$ cat config.mk
export PLATFORM = sky130hd
export DESIGN_NAME = bram1_be_req_server
export DESIGN_NICKNAME = d
export VERILOG_FILES = /design/src/rtl/bram1_be_req_server.sv
export SDC_FILE = /design/constraint.sdc
export NUM_CORES = 1
export LEC_CHECK = 0
export ABC_AREA = 1
export BUFFER_PORTS_ARGS = -buffer_cell sky130_fd_sc_hd__clkbuf_2
export CAP_MARGIN = 10
export CORE_AREA = 3 3 52 44
export DETAILED_ROUTE_END_ITERATION = 7
export DIE_AREA = 0 0 55 47
export GPL_ROUTABILITY_DRIVEN = 0
export PLACE_DENSITY = 0.75
export SYNTH_ARGS = -nofsm -noshare
export SYNTH_HDL_FRONTEND = slang
export SYNTH_SLANG_ARGS = --single-unit
$ cat constraint.sdc
create_clock -name CLK -period 2 [get_ports CLK]
set_clock_uncertainty 0.2 [all_clocks]
set_input_delay 0.6 -clock CLK [delete_from_list [all_inputs] [get_ports CLK]]
set_output_delay 0.6 -clock CLK [all_outputs]
set_load 0.005 [all_outputs]
$ cat src/rtl/bram1_be_req_server.sv
// Valid/ready request front end for a single-port byte-enabled BRAM.
// Tracks reads across the BRAM latency and returns DO through a credit-protected response FIFO.
module bram1_be_req_server #(
  parameter int PIPELINED  = 0,
  parameter int ADDR_WIDTH = 1,
  parameter int DATA_WIDTH = 1,
  parameter int WE_WIDTH   = 1,
  parameter int RSP_DEPTH  = 4
) (
  input  logic                  CLK,
  input  logic                  RST_N,
  input  logic                  req_valid,
  output logic                  req_ready,
  input  logic [WE_WIDTH-1:0]   req_we,
  input  logic [ADDR_WIDTH-1:0] req_addr,
  input  logic [DATA_WIDTH-1:0] req_data,
  output logic                  rsp_valid,
  input  logic                  rsp_ready,
  output logic [DATA_WIDTH-1:0] rsp_data,
  output logic                  bram_en,
  output logic [WE_WIDTH-1:0]   bram_we,
  output logic [ADDR_WIDTH-1:0] bram_addr,
  output logic [DATA_WIDTH-1:0] bram_di,
  input  logic [DATA_WIDTH-1:0] bram_do
);

  localparam int LAT = 1 + PIPELINED;
  localparam int PW  = (RSP_DEPTH > 1) ? $clog2(RSP_DEPTH) : 1;
  localparam int CW  = $clog2(RSP_DEPTH + 1);
  localparam logic [CW-1:0] DEPTH_C = CW'(RSP_DEPTH);
  localparam logic [CW-1:0] ONE_C   = CW'(1);
  localparam logic [PW-1:0] LAST_C  = PW'(RSP_DEPTH - 1);

  logic                  r_live;
  logic [CW-1:0]         r_cnt;
  logic [CW-1:0]         r_fcnt;
  logic [PW-1:0]         r_wr;
  logic [PW-1:0]         r_rd;
  logic [LAT-1:0]        r_pipe;
  logic [DATA_WIDTH-1:0] r_mem [RSP_DEPTH];

  logic w_fire;
  logic w_rd_fire;
  logic w_pop;
  logic w_push;

  // Handshakes: a request transfers when req_valid & req_ready are high at a rising
  // edge (fire); a response transfers when rsp_valid & rsp_ready are high (pop).
  // req_ready never looks at req_valid, and rsp_valid/rsp_data never look at rsp_ready.
  assign rsp_valid = (r_fcnt != '0);
  assign w_pop     = rsp_valid & rsp_ready;
  assign req_ready = RST_N & r_live & ((r_cnt < DEPTH_C) | w_pop);
  assign w_fire    = req_valid & req_ready;
  assign w_rd_fire = w_fire & ~(|req_we);
  assign w_push    = r_pipe[LAT-1];

  assign bram_en   = w_fire;
  assign bram_we   = w_fire ? req_we : '0;
  assign bram_addr = req_addr;
  assign bram_di   = req_data;
  assign rsp_data  = r_mem[r_rd];

  // r_cnt holds read credits (in flight plus stored); r_fcnt holds FIFO occupancy only.
  always_ff @(posedge CLK or negedge RST_N) begin
    if (!RST_N) begin
      r_live <= 1'b0;
      r_cnt  <= '0;
      r_fcnt <= '0;
      r_wr   <= '0;
      r_rd   <= '0;
      r_pipe <= '0;
    end else begin
      r_live <= 1'b1;
      r_pipe <= (r_pipe << 1) | LAT'(w_rd_fire);
      if (w_rd_fire && !w_pop)      r_cnt <= r_cnt + ONE_C;
      else if (!w_rd_fire && w_pop) r_cnt <= r_cnt - ONE_C;
      if (w_push && !w_pop)         r_fcnt <= r_fcnt + ONE_C;
      else if (!w_push && w_pop)    r_fcnt <= r_fcnt - ONE_C;
      if (w_push) r_wr <= (r_wr == LAST_C) ? '0 : r_wr + PW'(1);
      if (w_pop)  r_rd <= (r_rd == LAST_C) ? '0 : r_rd + PW'(1);
    end
  end

  always_ff @(posedge CLK) begin
    if (w_push) r_mem[r_wr] <= bram_do;
  end

`ifndef SYNTHESIS
  // Credit accounting makes a push into a full FIFO without a pop unreachable.
  always @(posedge CLK) begin
    if (RST_N) assert (!(w_push && !w_pop && (r_fcnt == DEPTH_C)));
  end
`endif

endmodule

Word level (Yosys, flattened, before mapping)

Memory sizes are Yosys's and may differ from the RTL's.
Index checks and enable logic that the tools add are counted.
Widths: inputs -> output; s select.

Register bits after elaboration: 12
Latch bits: 0
Bits in writable memories: 4
Bits in read-only memories: 0
Input port bits: 8
Output and inout port bits: 7
Logic and storage cells: 42
Memories kept: 1

Add/subtract/negate cells: 6
$mul: 0
Div/mod/pow operators: 0
Magnitude comparators: 1
Equality and inequality tests: 2
Shifts and indexed selects: 0
Mux-type cells: 9
Bitwise operators: 7
Reductions and logical operators: 10

Memory list:

| memory | words | bits a word | read ports | clocked after memory_dff | wr ports | RTL line | source |
|---|---|---|---|---|---|---|---|
| r_mem  | 4     | 1           | 1          | 0                        | 1        | 40       | `logic [DATA_WIDTH-1:0] r_mem [RSP_DEPTH];` |

Operator list:

| cell                | number |
|---|---|
| $mux 3              | 4 |
| $add 3x1->3 const B | 2 |
| $sub 3x1->3 const B | 2 |
| $and 1x1->1         | 5 |
| $add 2x1->2 const B | 2 |
| $eq 2x2->1 const B  | 2 |
| $logic_and 1x1->1   | 4 |
| $mux 2              | 2 |
| $reduce_bool 2->1   | 2 |
| $logic_not 1->1     | 3 |
| $lt 3x3->1 const B  | 1 |
| $mux 1              | 3 |
| $reduce_bool 3->1   | 1 |
| $not 1->1           | 1 |
| $or 1x1->1          | 1 |

Logic depth before layout (Yosys ltp)

Word-level depth: 10
Depth in mapped cells: 12
Gate-level depth less buffers: 12

Worst setup path before layout

Ideal clock, no wire load.

Path type: input-to-reg
Start: in RST_N
End: reg r_cnt[2]
Library setup time: 0.080 ns
Data arrival time: 1.857 ns
Required time: 1.720 ns
Setup slack: -0.137 ns
Stages on the path: 10
Path buffers: 0
Cells stage by stage: nand2_1 inv_1 nand3_2 nor2_1 ha_1 inv_1 fa_1 or2_0 nand2_1 xnor2_1

Longest elaborated chain between the ends: 7
Elaborated cells between the ends (all ways): 9
Classes of those cells: mux: 1; bitwise: 4; reduce/logical: 4

Ends and longest elaborated chain:

| element                      | RTL line | source |
|---|---|---|
| start, declared              | 11       | `input logic RST_N,` |
| $and 1x1->1 (*) (2 in a row) | 52       | `assign req_ready = RST_N & r_live & ((r_cnt < DEPTH_C) \| w_pop);` |
| $and 1x1->1 (*)              | 53       | `assign w_fire = req_valid & req_ready;` |
| $and 1x1->1 (*)              | 54       | `assign w_rd_fire = w_fire & ~(\|req_we);` |
| via w_rd_fire                | 43       | `logic w_rd_fire;` |
| $logic_not 1->1              | 76       | `else if (!w_rd_fire && w_pop) r_cnt <= r_cnt - ONE_C;` |
| $logic_and 1x1->1            | 76       |  |
| $reduce_bool 2->1 (no line)  | n/a      |  |
| end signal, assigned         | 75       | `if (w_rd_fire && !w_pop) r_cnt <= r_cnt + ONE_C;` |
| end signal, assigned         | 76       |  |
| end, declared                | 35       | `logic [CW-1:0] r_cnt;` |

Mark *: on every way through the listed nets, which the timed path passes. The rest lies on a longest branch.
A chain may end at the register's enable or synchronous reset.

Worst setup path after layout

Start: reg r_fcnt[1]
End: out bram_we

Longest elaborated chain between the ends: 6

Ends and longest elaborated chain:

| element                | RTL line | source |
|---|---|---|
| start, declared        | 36       | `logic [CW-1:0] r_fcnt;` |
| start signal, assigned | 77       | `if (w_push && !w_pop) r_fcnt <= r_fcnt + ONE_C;` |
| start signal, assigned | 78       | `else if (!w_push && w_pop) r_fcnt <= r_fcnt - ONE_C;` |
| $reduce_bool 3->1      | 50       | `assign rsp_valid = (r_fcnt != '0);` |
| $and 1x1->1            | 51       | `assign w_pop = rsp_valid & rsp_ready;` |
| $or 1x1->1             | 52       |  |
| $and 1x1->1            | 52       |  |
| $and 1x1->1            | 53       |  |
| $mux 1                 | 58       | `assign bram_we = w_fire ? req_we : '0;` |
| end, declared          | 21       | `output logic [WE_WIDTH-1:0] bram_we,` |

Every way passes these cells.

==> metrics.txt <==
outcome=finished with violations; failing checks=negative setup slack; Total Routing Usage GR=13.3%; origin of the critical flop-to-flop path=r_fcnt[1]; RSZ-0062 raised after global routing=true; fillers=162; 1st-iter DRT viols=3; commonest non-fill, non-tap cell in the layout=buf_4; fin crit share=107%; reg2reg setup slack=-0.11 ns; FF+latch area=420 sq um; Power Density=1230 nW/um^2; # setup viols final=7; CP Data Required Time=1.20 ns; Final nets=roughly 130; most frequent CP cell=nand2_4; initial antenna violation count=0; Pleak=around 0.56 nW; placed instance area=1010 sq um; slowest stage delay, CP=0.40 ns; IO buf count=10; initial core utilization=45.8%; row count=14; Final Hold Fails=0; clock root buffer=clkbuf_4; Hold Crit Class=in -> async; final WL=1590 um; drt pass-1 iters=4; max-slew violations=0; Routed Antenna Nets=0; I/O Pins=15; area of the die=roughly 2600 sq um; Worst Reg-to-Reg Cells=10; Highest Clock Rate=0.469 GHz; via count=616; post-synth top area share=35.3%; WP data arrival=1.33 ns; max_cap viols=0; commonest cells after routing, fill and taps aside=buf_4 (15), nand2_1 (14), dfrtp_1 (12), inv_1 (11), clkbuf_2 (9); CP Capture Type=output port; clock sinks=16; syn_area_per_cell=10.4 sq um; CTS H-tree lvls=1; sequential fraction of the synthesis area=between 40% and 50%; DP Worst Slack=-0.257 ns; vias in the first global route=566; drc violations=0; CTS tree=built; critical-path maximum fanout=2; FF-to-FF End=r_cnt[1]; clk buf depth=2; post-synthesis register bit count=16; Clock Pin Slew Worst Setup and Hold Paths=0.10 ns; Synth cell types=21; critical path class=reg -> out; largest net degree at the start of global routing=13; Via density=4.60; Tmin final=2.13 ns; syn nets=99; first-pass GRT wire length=between 2000 and 2500 um; antenna diode count=0; die width=around 55 um; critical path's slowest cell=dfrtp_1; final setup margin=-0.133 ns; delay-heaviest family, CP=simple AND/OR/NAND/NOR gates; Clock Latency Late Sink=~0.28 ns; fraction of layout cells with a size suffix above 1=40.9%; CTS buffer count=3; Worst VDD drop=~790 uV; area taken by multi-input logic gates=between 400 and 500 sq um; core box area=roughly 1900 sq um; P&R area growth vs syn=30.1%; Syn Inst Count=a little over 80; Wirelength per Cell=11.9 um; Die Y=47 um; fin area=1110 sq um; crit start category=flip-flop; grt total ovfl=0; crit-path cells=nor2_2 -> nand2_4 -> nand2_4 -> nand2_4 -> nand3_4 -> buf_6 -> nor2_2 -> clkbuf_2; Post-DP HPWL=about 1100 um; Synth area leader=dfrtp_1; Buf/Inv on CP=2; Ys Warns=0; cell area after synthesis=851 sq um; largest cells by area after synthesis=dfrtp_1 (35%), edfxtp_1 (14%), ha_1 (10%)
[final cells by class]
class | instances | area share (%)
repair buffers | 26 | 15.7
well taps | 24 | 2.71
inverters | 13 | 4.41
flip-flops and latches | 16 | 38.0
multi-input cells | 51 | 36.8
clock buffers | 3 | 2.03
clock inverters | 1 | 0.339
[report_power, final]
| part | switching (mW) | internal, mW | total (mW) |
|---|---|---|---|
| Sequential | 0.0964 | 0.446 | 0.542 |
| Combinational | 0.293 | 0.350 | 0.643 |
| Clock | 0.101 | 0.0724 | 0.173 |
| Total | 0.490 | 0.868 | 1.36 |
[worst register-to-register path, stage by stage (launching register included)]
cell and delay, ns:
dfrtp_1 0.40, nor2_2 0.15, nand2_4 0.08, nand2_4 0.07, nand2_4 0.05, nand3_4 0.08, nor2_4 0.04, ha_2 0.18
inv_2 0.07, fa_2 0.44, mux2_4 0.27
[flip-flops by register name, summed over array words and instances (netlist names)]
name	cells
r_fcnt	3
r_live	1
r_pipe	1
r_wr	2
r_mem	4
r_cnt	3
r_rd	2
[cell families (layout without fill, tap and decap cells)]
logic type	after synthesis	after routing	share of synthesized area, %
AO/OA/AOI/OAI	8	8	5.15
XOR/XNOR	4	4	4.12
adder cells (fa/ha/maj)	9	9	15.0
buffers and inverters	15	43	7.50
flip-flops	16	16	49.4
multiplexers	2	2	2.65
other	1	1	0.441
AND/OR/NAND/NOR	27	27	15.7
[worst max path at each step]
stage               startpoint  endpoint  slack (ns)  cells after the start
floorplan            r_fcnt[1]  r_cnt[1]        -0.1                     10
global placement     rsp_ready  r_cnt[1]       -0.23                      9
detailed placement   rsp_ready  r_cnt[1]       -0.26                      9
CTS                  r_fcnt[0]   bram_we       -0.14                      8
global route         r_fcnt[1]   bram_we       -0.21                      8
finish               r_fcnt[1]   bram_we       -0.13                      8
[cell usage after synthesis (all sizes together)]
cell type,count
nand2,17
inv,13
dfrtp,12
ha,7
nor2,6
a21oi,5
edfxtp,4
xnor2,3
buf,2
fa,2
mux2,2
nand3,2
o21ai,2
or2,2
a32oi,1
conb,1
xor2,1
[per-stage QoR]
| stage | utilization, % | std cells | TNS (ns) | power [mW] | hold slack (ns) |
|---|---|---|---|---|---|
| 6_report | 59.6 | 134 | -0.587 | 1.36 | 0.0364 |
| 3_3_place_gp | 54.2 | 125 | -0.850 | 1.04 | 0.299 |
| 2_1_floorplan | - | 82 | -0.181 | 0.880 | 0.104 |
| 3_5_place_dp | 54.2 | 125 | -0.943 | 1.07 | 0.304 |
| 4_1_cts | 57.9 | 133 | -0.627 | 1.32 | 0.0392 |
| 5_1_grt | 59.6 | 134 | -1.29 | 1.47 | 0.0417 |
[per-layer routing]
metal  vias to the layer above  part of all wire, %  track usage, %
li1                        311                    -               -
met1                       290                   41            15.7
met2                        13                   52            21.0
met3                         2                  6.0            5.08
met4                         0                 0.88            7.28
met5                         -                    0               0
[timing repair]
| action | 4_1_cts | 5_1_grt |
|---|---|---|
| resized for setup | 5 | 6 |
| pin swaps | 8 | 5 |
| endpoints found under the setup margin | 8 | 9 |
| hold buffers | 0 | 0 |
| setup buffers | 4 | 1 |
Note: power is estimated with default switching activity, not from simulation.
